## config.mk

```make
export PLATFORM = sky130hd
export DESIGN_NAME = hls_call_sequencer_flat
export DESIGN_NICKNAME = d
export VERILOG_FILES = /design/src/rtl/hls_call_sequencer_if.sv /design/src/rtl/hls_call_sequencer.sv /design/src/flat_wrapper.sv
export SDC_FILE = /design/constraint.sdc
export NUM_CORES = 1
export LEC_CHECK = 0
export ABC_AREA = 0
export CAP_MARGIN = 20
export CORE_MARGIN = 2
export CORE_UTILIZATION = 63
export DETAILED_ROUTE_END_ITERATION = 6
export DONT_BUFFER_PORTS = 1
export HOLD_SLACK_MARGIN = 0.15
export MAX_ROUTING_LAYER = met4
export PLACE_DENSITY = 0.9
export SYNTH_ARGS = -nofsm -noshare
export SYNTH_HDL_FRONTEND = slang
export SYNTH_SLANG_ARGS = --single-unit
```

## constraint.sdc

```tcl
create_clock -name clk -period 3.1 [get_ports clk]
set_input_delay 0.465 -clock clk [delete_from_list [all_inputs] [get_ports clk]]
set_output_delay 0.465 -clock clk [all_outputs]
set_load 0.005 [all_outputs]
```

## src/rtl/hls_call_sequencer_if.sv

```systemverilog
// Host stream and accelerator handshake bundle for hls_call_sequencer.
// slave  : the sequencer's view.
// master : the environment's view (host stream source/sink plus the accelerator).
interface hls_call_sequencer_if #(
  parameter int ARG_W = 32,
  parameter int RET_W = 32,
  parameter int LAT_W = 16
);
  logic             arg_valid;
  logic             arg_ready;
  logic [ARG_W-1:0] arg_data;
  logic             res_valid;
  logic             res_ready;
  logic [RET_W-1:0] res_data;
  logic [LAT_W-1:0] res_latency;
  logic             acc_start;
  logic             acc_ready;
  logic             acc_finish;
  logic [ARG_W-1:0] acc_arg;
  logic [RET_W-1:0] acc_return_val;

  modport slave (
    input  arg_valid, arg_data, res_ready, acc_ready, acc_finish, acc_return_val,
    output arg_ready, res_valid, res_data, res_latency, acc_start, acc_arg
  );

  modport master (
    output arg_valid, arg_data, res_ready, acc_ready, acc_finish, acc_return_val,
    input  arg_ready, res_valid, res_data, res_latency, acc_start, acc_arg
  );
endinterface

```

## src/rtl/hls_call_sequencer.sv

```systemverilog
// Drives an HLS accelerator (start/ready/finish, one constant argument) from a queue of
// argument words, one call per word, and queues {return value, call latency} results.
//
// state  | meaning
// IDLE   | no call outstanding; issue when an argument is queued and a result slot is free
// ISSUE  | acc_start high, argument latched, waiting for acc_ready
// WAIT   | call accepted, counting latency until acc_finish
module hls_call_sequencer #(
  parameter int ARG_W = 32,
  parameter int RET_W = 32,
  parameter int DEPTH = 4,
  parameter int LAT_W = 16
) (
  input  logic                clk,
  input  logic                reset,
  hls_call_sequencer_if.slave bus,
  output logic [31:0]         calls_done,
  output logic                busy,
  output logic                protocol_err
);
  localparam int AW = $clog2(DEPTH);
  localparam int OW = RET_W + LAT_W;
  localparam logic [LAT_W-1:0] LAT_MAX = '1;

  typedef enum logic [1:0] {S_IDLE, S_ISSUE, S_WAIT} state_t;
  state_t state, state_nxt;

  logic [ARG_W-1:0] in_mem [DEPTH];
  logic [AW:0]      in_wr, in_rd;
  logic             in_empty, in_full, in_push, in_pop;

  logic [OW-1:0]    out_mem [DEPTH];
  logic [AW:0]      out_wr, out_rd;
  logic             out_empty, out_full, out_push, out_pop;
  logic [OW-1:0]    out_head;

  logic [ARG_W-1:0] acc_arg_q;
  logic [LAT_W-1:0] lat_cnt, lat_inc, lat_now;
  logic             accept, err_set;

  // input FIFO flags; pointers carry a wrap bit to tell full from empty
  assign in_empty      = (in_wr == in_rd);
  assign in_full       = (in_wr[AW] != in_rd[AW]) && (in_wr[AW-1:0] == in_rd[AW-1:0]);
  assign in_push       = bus.arg_valid && !in_full;
  assign bus.arg_ready = !in_full && !reset;

  assign out_empty     = (out_wr == out_rd);
  assign out_full      = (out_wr[AW] != out_rd[AW]) && (out_wr[AW-1:0] == out_rd[AW-1:0]);
  assign out_pop       = bus.res_ready && !out_empty;
  assign out_head      = out_mem[out_rd[AW-1:0]];

  // results are presented fall-through; zero when nothing is queued
  assign bus.res_valid   = !out_empty;
  assign bus.res_data    = out_empty ? '0 : out_head[OW-1 -: RET_W];
  assign bus.res_latency = out_empty ? '0 : out_head[LAT_W-1:0];

  assign bus.acc_start = (state == S_ISSUE);
  assign bus.acc_arg   = acc_arg_q;
  assign busy          = (state != S_IDLE) || !in_empty || !out_empty;

  assign lat_inc = (lat_cnt == LAT_MAX) ? lat_cnt : lat_cnt + 1'b1;

  // argument storage (no reset needed; pointers define validity)
  always_ff @(posedge clk) begin
    if (in_push) in_mem[in_wr[AW-1:0]] <= bus.arg_data;
  end

  // result storage
  always_ff @(posedge clk) begin
    if (out_push) out_mem[out_wr[AW-1:0]] <= {bus.acc_return_val, lat_now};
  end

  // FIFO pointers
  always_ff @(posedge clk) begin
    if (reset) begin
      in_wr  <= '0;
      in_rd  <= '0;
      out_wr <= '0;
      out_rd <= '0;
    end else begin
      if (in_push)  in_wr  <= in_wr + 1'b1;
      if (in_pop)   in_rd  <= in_rd + 1'b1;
      if (out_push) out_wr <= out_wr + 1'b1;
      if (out_pop)  out_rd <= out_rd + 1'b1;
    end
  end

  // next state, FIFO pop/push and latency value for the current cycle
  always_comb begin
    state_nxt = state;
    in_pop    = 1'b0;
    out_push  = 1'b0;
    accept    = 1'b0;
    err_set   = 1'b0;
    lat_now   = lat_inc;
    unique case (state)
      S_IDLE: begin
        err_set = bus.acc_finish;
        // checking !out_full here reserves the slot: only this call can fill it
        if (!in_empty && !out_full) begin
          state_nxt = S_ISSUE;
          in_pop    = 1'b1;
        end
      end
      S_ISSUE: begin
        lat_now = LAT_W'(1);
        if (bus.acc_ready) begin
          accept = 1'b1;
          if (bus.acc_finish) begin
            out_push  = 1'b1;
            state_nxt = S_IDLE;
          end else begin
            state_nxt = S_WAIT;
          end
        end else begin
          err_set = bus.acc_finish;
        end
      end
      S_WAIT: begin
        if (bus.acc_finish) begin
          out_push  = 1'b1;
          state_nxt = S_IDLE;
        end
      end
      default: state_nxt = S_IDLE;
    endcase
  end

  // state, latched argument, latency counter and status registers
  always_ff @(posedge clk) begin
    if (reset) begin
      state        <= S_IDLE;
      acc_arg_q    <= '0;
      lat_cnt      <= '0;
      calls_done   <= '0;
      protocol_err <= 1'b0;
    end else begin
      state <= state_nxt;
      if (in_pop)                     acc_arg_q    <= in_mem[in_rd[AW-1:0]];
      if (accept || state == S_WAIT)  lat_cnt      <= lat_now;
      if (out_push)                   calls_done   <= calls_done + 32'd1;
      if (err_set)                    protocol_err <= 1'b1;
    end
  end
endmodule

```

## src/flat_wrapper.sv

```systemverilog
// flat-port wrapper written by rule: the top's interface ports become plain ports
module hls_call_sequencer_flat 
#(
  parameter int ARG_W = 32,
  parameter int RET_W = 32,
  parameter int DEPTH = 4,
  parameter int LAT_W = 16
)
  (clk, reset, calls_done, busy, protocol_err, bus_arg_valid, bus_arg_data, bus_res_ready, bus_acc_ready, bus_acc_finish, bus_acc_return_val, bus_arg_ready, bus_res_valid, bus_res_data, bus_res_latency, bus_acc_start, bus_acc_arg);
  hls_call_sequencer_if #(.ARG_W(ARG_W), .RET_W(RET_W), .LAT_W(LAT_W)) bus_i ();
  input  logic clk;
  input  logic reset;
  output logic [31:0] calls_done;
  output logic busy;
  output logic protocol_err;
  input wire logic [$bits(bus_i.arg_valid)-1:0] bus_arg_valid;
  input wire logic [$bits(bus_i.arg_data)-1:0] bus_arg_data;
  input wire logic [$bits(bus_i.res_ready)-1:0] bus_res_ready;
  input wire logic [$bits(bus_i.acc_ready)-1:0] bus_acc_ready;
  input wire logic [$bits(bus_i.acc_finish)-1:0] bus_acc_finish;
  input wire logic [$bits(bus_i.acc_return_val)-1:0] bus_acc_return_val;
  output wire logic [$bits(bus_i.arg_ready)-1:0] bus_arg_ready;
  output wire logic [$bits(bus_i.res_valid)-1:0] bus_res_valid;
  output wire logic [$bits(bus_i.res_data)-1:0] bus_res_data;
  output wire logic [$bits(bus_i.res_latency)-1:0] bus_res_latency;
  output wire logic [$bits(bus_i.acc_start)-1:0] bus_acc_start;
  output wire logic [$bits(bus_i.acc_arg)-1:0] bus_acc_arg;
  assign bus_i.arg_valid = bus_arg_valid;
  assign bus_i.arg_data = bus_arg_data;
  assign bus_i.res_ready = bus_res_ready;
  assign bus_i.acc_ready = bus_acc_ready;
  assign bus_i.acc_finish = bus_acc_finish;
  assign bus_i.acc_return_val = bus_acc_return_val;
  assign bus_arg_ready = bus_i.arg_ready;
  assign bus_res_valid = bus_i.res_valid;
  assign bus_res_data = bus_i.res_data;
  assign bus_res_latency = bus_i.res_latency;
  assign bus_acc_start = bus_i.acc_start;
  assign bus_acc_arg = bus_i.acc_arg;
  hls_call_sequencer #(.ARG_W(ARG_W), .RET_W(RET_W), .DEPTH(DEPTH), .LAT_W(LAT_W)) u_core (.clk(clk), .reset(reset), .bus(bus_i), .calls_done(calls_done), .busy(busy), .protocol_err(protocol_err));
endmodule
```

==> summary.md <==
| Metric | Value |
|---|---|
| Synthesized Nets | 1215 |
| Clk root buf | clkbuf_16 |
| Antenna-violating nets left | 0 |
| Max H-tree Level | 2 |
| Die area | 0.0286 mm^2 |
| Worst hold path class | primary input to flip-flop |
| Pwr dens | about 700 mW/mm^2 |
| Clock transition at path regs | around 0.06 ns |
| CP required | 2.63 ns |
| Most frequent cells in the layout | edfxtp_1 (320), dfxtp_1 (94), mux4_2 (80) |
| Die height | between 150 and 200 um |
| Worst EP arrival | 2.27 ns |
| IO Pins | around 190 |
| CTS tree | yes |
| Vias in the first global route | 10300 |
| Placed cells | 1416 |
| Element type at the critical path end | primary output |
| Top layer in use | met4 |
| Clock latency at the later pin of the worst-skew pair | roughly 0.54 ns |
| CP Launch Type | flip-flop |
| Max-slew violation count | 0 |
| Fillers | around 1600 |
| Status | completed |
| Cell area after synthesis | between 0.015 and 0.02 mm^2 |
| Port bufs | 0 |
| Number of synthesized flops with an enable pin | 320 |
| Met2 Routed Length | between 15000 and 20000 um |
| Final Hold Viols | 0 |
| Setup-failing EPs final | 0 |
| GR Overflow Total | 0 |
| Syn. warnings | 0 |
| Peak supply drop | 669 uV |
| Distinct cells, synth | ~60 |
| Layout Nets | between 1000 and 1500 |
| Final wirelength | ~39000 um |
| Worst-path fanout max | 49 |
| Non-filler instance count after layout | 1555 |
| 1st-pass router iterations | 5 |
| Share of post-route cells with drive strength above 1 | 16.2% |
| Mean Syn Cell Area | around 15 um^2 |
| Maximum clock rate | 366 MHz |
| Area leader, netlist | edfxtp_1 |
| Initial core utilization | between 60% and 70% |
| DP HPWL | approximately 22000 um |
| GRT Total Usage | approximately 28% |
| Iter 0 DRT Violations | approximately 1100 |
| Top post-synthesis cells by area | edfxtp_1 (56%), dfxtp_1 (11%), mux4_2 (10%), o31ai_1 (2.2%), and2_1 (2.0%) |
| Seq/Total Area, Yosys | between 60% and 70% |
| Drt wl/cell | between 20 and 25 um |
| Ant diodes | 0 |
| DR WL met3 | 3450 um |
| Min Hold Slack | 0.151 ns |
| Core Area | 0.0269 mm^2 |
| Leak | 6.24 nW |
| Maxcap violations | 0 |
| Share of the synthesized area in the top cell type | 55.9% |
| Post-synth ARST share | 0% |
| Fin crit share | 88.1% |
| GP Congestion | 0.910 |
| Worst Skew | 0.0272 ns |
| Synth Instances | about 1100 |
| Total Negative Setup Slacks | 0 ns |
| CTS Buf Count | 41 |
| Largest net degree at the start of global routing | 77 |
| Vias per Instance | roughly 6.7 |
| Most common cell after layout, fill and taps aside | edfxtp_1 |
| DRC viols | 0 |
| Min Tclk post-route | 2.73 ns |
| Predominant post-synthesis flop cell | edfxtp_1 |
| Die X-Extent | between 150 and 200 um |
| CP Class | flip-flop to primary output |
| Clock buffer depth | 3 |
| Worst Tran Pin Value | 0.848 ns |
| TritonCTS Sinks | about 420 |
| Initial antenna violation count | 0 |
| Worst slew margin | ~43% |
| Register bit total from synthesis | ~420 |
| Routed vias | 10400 |
| Row cnt | 60 |
| Synthesis-to-layout area growth | 14.1% |
| Metal-1 WL | 14400 um |
| RSZ-0062 raised after global routing | no |
| Post-cts resize count | 0 |
| First-pass GRT wire length | a little under 60000 um |
==> metrics by stage <==
step                      total power, W  utilization (%)  cell area (um^2)  setup slack, ns
after detailed placement         0.00868             65.6             17600            0.606
after CTS                         0.0137             73.0             19600            0.325
after global placement           0.00857             65.6             17600            0.718
after floorplan                  0.00811                -             17200            0.396
after global routing              0.0141             73.0             19600            0.183
final                             0.0136             73.0             19600            0.369
==> synthesized netlist by cell type (all sizes together), types with 20 or more instances <==
library cell	instances
o31ai	50
clkbuf	56
edfxtp	320
mux4	80
nor2	39
and2	57
dfxtp	97
buf	30
nand2	31
a21oi	69
nand4	51
or3	20
==> area by class of cell <==
class / instances / area [um^2] / share of cell area (%)
inverter: 15 / 56.3 / 0.287
sequential: 417 / 11600 / 58.9
timing repair buffer: 97 / 1010 / 5.14
multi-input combinational: 611 / 5250 / 26.8
tap: 341 / 427 / 2.18
clock inverter: 20 / 211 / 1.08
clock buffer: 54 / 1110 / 5.64
==> cell families after synthesis <==
| logic type | count (synthesis) | synth area share (%) |
|---|---|---|
| DFF | 417 | 67.2 |
| and+or+nand+nor | 299 | 10.0 |
| buffers and inverters | 101 | 2.34 |
| xor gates and xnor gates | 22 | 1.12 |
| adders and majority gates | 16 | 1.16 |
| AOI/OAI and AO/OA | 179 | 6.71 |
| muxes | 95 | 11.4 |
==> layer usage <==
layer / global-route usage, % / vias to the layer above
li1: - / 4592
met1: 34.8 / 5156
met2: 46.4 / 544
met3: 5.99 / 79
met4: 6.95 / 0
met5: - / -
==> final timing paths <==
path                                        startpoint  slack (ns)  depth (start not counted)                      to
worst max-delay path                  u_core.out_wr[0]        0.37                          4     bus_res_latency[12]
worst min-delay path                    bus_acc_finish        0.15                          2     u_core.protocol_err
worst max register to register       u_core.lat_cnt[0]        0.50                          6   u_core.out_mem[2][12]
worst min register to register  u_core.bus.acc_arg[12]        0.49                          2  u_core.bus.acc_arg[12]
==> state kept, by name, indices dropped and copies added, names as in the netlist, named ones only <==
signal               flops
u_core.in_rd             3
u_core.calls_done       32
u_core.protocol_err      1
u_core.out_mem         192
u_core.out_rd            3
u_core.state             2
u_core.bus.acc_arg      32
u_core.lat_cnt          16
u_core.in_mem          128
u_core.in_wr             3
u_core.out_wr            3
==> critical path, cell delays in order (launching register included) <==
cell and delay (ns):
dfxtp_1 0.43, xor2_1 0.44, or3_1 0.22, buf_4 0.38
and2_1 0.25
==> power by group <==
group / internal, W / switching, W
Clock: 0.00285 / 0.00204
Sequential: 0.00636 / 0.000265
Combinational: 0.000840 / 0.00128
Total: 0.0101 / 0.00358
==> what timing repair did <==
action / 4_1_cts / 5_1_grt
endpoints found under the hold margin: 332 / 0
hold buffers: 65 / 0
buffers inserted: 0 / 0
(Power assumes the default switching activity.)
